==> config.mk <==
export PLATFORM = sky130hd
export DESIGN_NAME = cache_fill_ctrl
export DESIGN_NICKNAME = d
export VERILOG_FILES = /design/src/rtl/cache_fill_ctrl.sv
export SDC_FILE = /design/constraint.sdc
export NUM_CORES = 1
export LEC_CHECK = 0
export BUFFER_PORTS_ARGS = -buffer_cell sky130_fd_sc_hd__buf_4
export CORE_ASPECT_RATIO = 2
export CORE_MARGIN = 2
export CORE_UTILIZATION = 40
export DETAILED_ROUTE_END_ITERATION = 16
export PLACE_DENSITY = 0.66
export SLEW_MARGIN = 20
export SYNTH_ARGS = -nofsm -noshare
export SYNTH_HDL_FRONTEND = slang
export SYNTH_SLANG_ARGS = --single-unit
==> constraint.sdc <==
create_clock -name clk -period 1.7 [get_ports clk]
set_input_delay 0.085 -clock clk [delete_from_list [all_inputs] [get_ports clk]]
set_output_delay 0.085 -clock clk [all_outputs]
set_load 0.02 [all_outputs]
==> src/rtl/cache_fill_ctrl.sv <==
`timescale 1ns/1ps
`default_nettype none
//==============================================================================
// cache_fill_ctrl : cache line-fill sequencer owning the tag and valid stores
// Rev 1.0
//==============================================================================
module cache_fill_ctrl #(
  parameter int TAG_W  = 4,
  parameter int IDX_W  = 2,
  parameter int WORDS  = 4,
  parameter int DATA_W = 8
) (
  input  logic                                 clk,
  input  logic                                 reset,
  input  logic                                 miss_valid,
  input  logic [TAG_W-1:0]                     miss_tag,
  input  logic [IDX_W-1:0]                     miss_idx,
  output logic                                 miss_ready,
  input  logic                                 flush,
  input  logic [IDX_W-1:0]                     lk_idx,
  output logic                                 lk_valid,
  output logic [TAG_W-1:0]                     lk_tag,
  output logic                                 mem_req,
  output logic [TAG_W+IDX_W+$clog2(WORDS)-1:0] mem_addr,
  input  logic                                 mem_ack,
  input  logic                                 mem_rvalid,
  input  logic [DATA_W-1:0]                    mem_rdata,
  output logic                                 wr_en,
  output logic [IDX_W-1:0]                     wr_idx,
  output logic [$clog2(WORDS)-1:0]             wr_word,
  output logic [DATA_W-1:0]                    wr_data,
  output logic                                 fill_done
);

  localparam int WW    = $clog2(WORDS);
  localparam int LINES = 1 << IDX_W;
  localparam logic [WW-1:0] c_word_last = WW'(WORDS - 1);

  typedef enum logic [2:0] {
    S_IDLE  = 3'd0,
    S_REQ   = 3'd1,
    S_WAIT  = 3'd2,
    S_TAGWR = 3'd3,
    S_DONE  = 3'd4
  } state_t;

  state_t             r_state;
  logic [TAG_W-1:0]   r_tag;
  logic [IDX_W-1:0]   r_idx;
  logic [WW-1:0]      r_word;
  logic [LINES-1:0]   r_valid;
  logic [TAG_W-1:0]   r_tags [LINES];

  logic w_idle;
  logic w_wait_data;

  assign w_idle      = (r_state == S_IDLE);
  assign w_wait_data = (r_state == S_WAIT) && mem_rvalid;

  // Flush has priority over a miss arriving in the same IDLE cycle.
  always_ff @(posedge clk) begin
    if (reset) begin
      r_state <= S_IDLE;
      r_valid <= '0;
      r_word  <= '0;
      r_tag   <= '0;
      r_idx   <= '0;
    end else begin
      case (r_state)
        S_IDLE: begin
          if (flush) begin
            r_valid <= '0;
          end else if (miss_valid) begin
            r_tag             <= miss_tag;
            r_idx             <= miss_idx;
            r_word            <= '0;
            r_valid[miss_idx] <= 1'b0;
            r_state           <= S_REQ;
          end
        end
        S_REQ: begin
          if (mem_ack) begin
            r_state <= S_WAIT;
          end
        end
        S_WAIT: begin
          if (mem_rvalid) begin
            if (r_word == c_word_last) begin
              r_state <= S_TAGWR;
            end else begin
              r_word  <= r_word + 1'b1;
              r_state <= S_REQ;
            end
          end
        end
        S_TAGWR: begin
          r_tags[r_idx]  <= r_tag;
          r_valid[r_idx] <= 1'b1;
          r_state        <= S_DONE;
        end
        S_DONE: begin
          r_state <= S_IDLE;
        end
        default: begin
          r_state <= S_IDLE;
        end
      endcase
    end
  end

  // Reset gating keeps the handshake outputs quiet while reset is held.
  assign miss_ready = w_idle && !flush && !reset;
  assign mem_req    = (r_state == S_REQ) && !reset;
  assign mem_addr   = {r_tag, r_idx, r_word};
  assign wr_en      = w_wait_data && !reset;
  assign wr_idx     = r_idx;
  assign wr_word    = r_word;
  assign wr_data    = mem_rdata;
  assign fill_done  = (r_state == S_DONE) && !reset;
  assign lk_valid   = r_valid[lk_idx] && !reset;
  assign lk_tag     = r_tags[lk_idx];

endmodule
`default_nettype wire

==> run summary <==
Clock Path Buffers: 2
DRT Pass-1 Iters: 4
Largest stage delay on the critical path: 0.43 ns
Pleak: 0.0007023 uW
Fin crit share: 91.48%
Chip Width: 46.91 um
CTS buffer count: 5
Cell class contributing the biggest share of worst-path delay: flip-flops
Global placer's final weighted congestion: 0.7380
Setup Fix Bufs, Post-CTS: 0
Worst Reg-to-Reg Cells: 2
Clock transition at the registers of the reported paths: 0.07 ns
Reg2Reg Capture Point: r_tags[2][1]
Total chip power: 1543 uW
Syn Nets: 148
Via count: 1018
CP Cell Sequence: nor3_2, buf_4, nor3b_1, buf_4
All-Layer GR Usage: 14.97%
GR Layer Usage met3: 3.213%
H-tree Lvls: 2
FMAX: 643.0 MHz
I/O pin count: 51
Flop pwr share: 52.9%
Combinational power share: 12.1%
RSZ-0062 raised after global routing: false
Switching portion of total power: 24.17%
Syn_area_per_cell: 11.78 um2
Met2 usage: 27.28%
Crit. End Element: primary output
Post-Syn Area: 0.001473 mm2
Yosys warnings: 0
Clock latency at the later pin of the worst-skew pair: 0.27 ns
Max-slew headroom: 68.07%
Pint: 1170 uW
Reg-to-reg slack, setup: 0.15 ns
Cell variety after synth: 34
Die Y: 89.81 um
DRC viols: 0
Post-DRT Antenna Nets: 0
Hold Crit Class: in -> reg
Post-route clock skew: 0.004705 ns
Min cycle time layout: 1.555 ns
Initial Util: 41.27%
CP Data Required Time: 1.62 ns
Die area: 0.004213 mm2
Crit-path max FO: 13
Setup TNS: 0 ns
Power per cell area: 859.3 mW/mm2
Final setup vio count: 0
Area Overhead vs Synth: 21.92%
Crit. path cell count: 4
Clock power frac: 35.0%
Async SR Flop Fraction: 0%
Util after Layout: 50.32%
DP Worst Slack: 0.1714 ns
Slowest cell on crit path: dfxtp_1
Clock root cell: clkbuf_8
Most frequent cells in the layout: buf_4 (39), nand2_1 (19), edfxtp_1 (16), dfxtp_1 (15), mux2i_1 (8)
Sequential element share of the synthesized area: 53.02%
Max Cap Viol: 0
Largest net degree at the start of global routing: 20
Routed len/inst: 14.35 um
CP Launch Point: r_state[1]
Gr busiest metal: met2
Final hold violation count: 0
FF+latch count, synth: 31
Met1 usage: 14.34%
Core Rows: 31
Worst setup endpoint: miss_ready
PortBufs: 34
Post-synth top area cell: edfxtp_1
PostCTS Resize Cnt: 0
Most common cell after layout, fill and taps aside: buf_4
Grt ovf: 0
P_sw: 372.9 uW
Most common cell on crit path: buf_4
Clock sinks: 31
Core Area: 0.003568 mm2
Area fraction of the dominant cell type after synthesis: 32.63%
Final setup margin: 0.1448 ns
Vias in the first global route: 996
Crit path arrival time: 1.47 ns
Initial antenna violation count: 0
CP bufs+invs: 2
Status: completed
DP HPWL: 2.318 mm
Final Max Tran Viols: 0
Reg-to-reg startpoint: r_state[2]
Worst Setup Path Type: reg -> out
Synth area leaders: edfxtp_1 (33%), dfxtp_1 (20%), mux4_2 (7.6%)
Final nets: 175
Post-synth top flop: edfxtp_1
VDD IR max: 542.3 uV
Cts hold-fix bufs: 0
WL final: 2.899 mm
Post-synth EDFFs: 16
Via/cell ratio: 5.040
Fraction of layout cells with a size suffix above 1: 39.22%
Mapped Cells: 125
Iteration-0 DRC Markers: 14
CTS tree: built
First-pass GRT wire length: 4.554 mm
N_diodes: 0
Worst setup SP type: flop
Fill cells: 335
Worst slew pin tran: 0.4760 ns
## worst min path at each step
| stage | start | to | slack, ns | depth (start not counted) |
|---|---|---|---|---|
| final | miss_tag[1] | r_tag[1] | 0.06 | 3 |
| after global routing | miss_tag[3] | r_tag[3] | 0.07 | 3 |
| after CTS | miss_tag[1] | r_tag[1] | 0.06 | 3 |
| after detailed placement | mem_rdata[2] | wr_data[2] | 0.17 | 0 |
| after global placement | mem_rdata[2] | wr_data[2] | 0.17 | 0 |
| after floorplan | miss_idx[1] | wr_idx[1] | 0.23 | 2 |
## flip-flops by register name, summed over array words and instances, names as in the netlist
name     flops
r_state      3
r_tag        4
r_tags      16
r_valid      4
wr_idx       2
wr_word      2
## metrics by stage
step	instance area [um2]	hold slack (ns)	cells
2_1_floorplan	1473	0.2272	125
3_3_place_gp	1705	0.1701	194
3_5_place_dp	1705	0.1701	194
4_1_cts	1789	0.05735	202
5_1_grt	1795	0.07090	202
6_report	1795	0.06453	202
## worst min-delay path: cells and delay by family
kind / cells / cell delay [ns]
buffers and inverters: 1 / 0.11
muxes: 1 / 0.06
and+or+nand+nor: 1 / 0.04
## power groups by stage
stage	Sequential (uW)	Clock (uW)	Combinational, uW
CTS	816	559	188
detailed placement	833	0	188
finish	816	540	186
floorplan	835	0	133
global route	819	585	203
global placement	832	0	186
## routing by layer
| layer | wire length, um | vias up |
|---|---|---|
| met3 | 129 | 9 |
| met1 | 1010 | 478 |
| met4 | 80 | 0 |
| met2 | 1678 | 40 |
| met5 | 0 | - |
| li1 | - | 491 |
## final cells by class
class                           instances  area, um2  area share (%)
Sequential cell                        31      780.7           43.48
Clock inverter                          3      15.01          0.8362
Inverter                                1      3.754          0.2091
Clock buffer                            5      68.82           3.833
Timing Repair Buffer                   39      292.8           16.31
Tap cell                               49      61.31           3.415
Multi-Input combinational cell         74      573.1           31.92
## cells in the mapped netlist (2+ instances only)
master    number
nand2b_1       2
dfxtp_1       15
nor2_1         6
and2_1         2
a31o_2         2
nor4b_1        3
nor2b_1        3
buf_2          4
nand2_1       19
mux4_2         5
buf_4         12
edfxtp_1      16
a31o_1         2
o211ai_1       3
clkbuf_1       3
mux2i_1        8
nor3b_1        2
nor2_2         2
## cells by family (layout without fill, tap and decap cells)
| kind of cell | count (synthesis) | count (layout) | synth area share, % |
|---|---|---|---|
| and+or+nand+nor | 48 | 48 | 18.18 |
| DFF | 31 | 31 | 53.02 |
| buffers and inverters | 20 | 48 | 8.496 |
| muxes | 13 | 13 | 13.08 |
| AOI/OAI and AO/OA | 12 | 12 | 6.373 |
| adders and majority gates | 1 | 1 | 0.8495 |
Power figures use the tool's default switching activity.
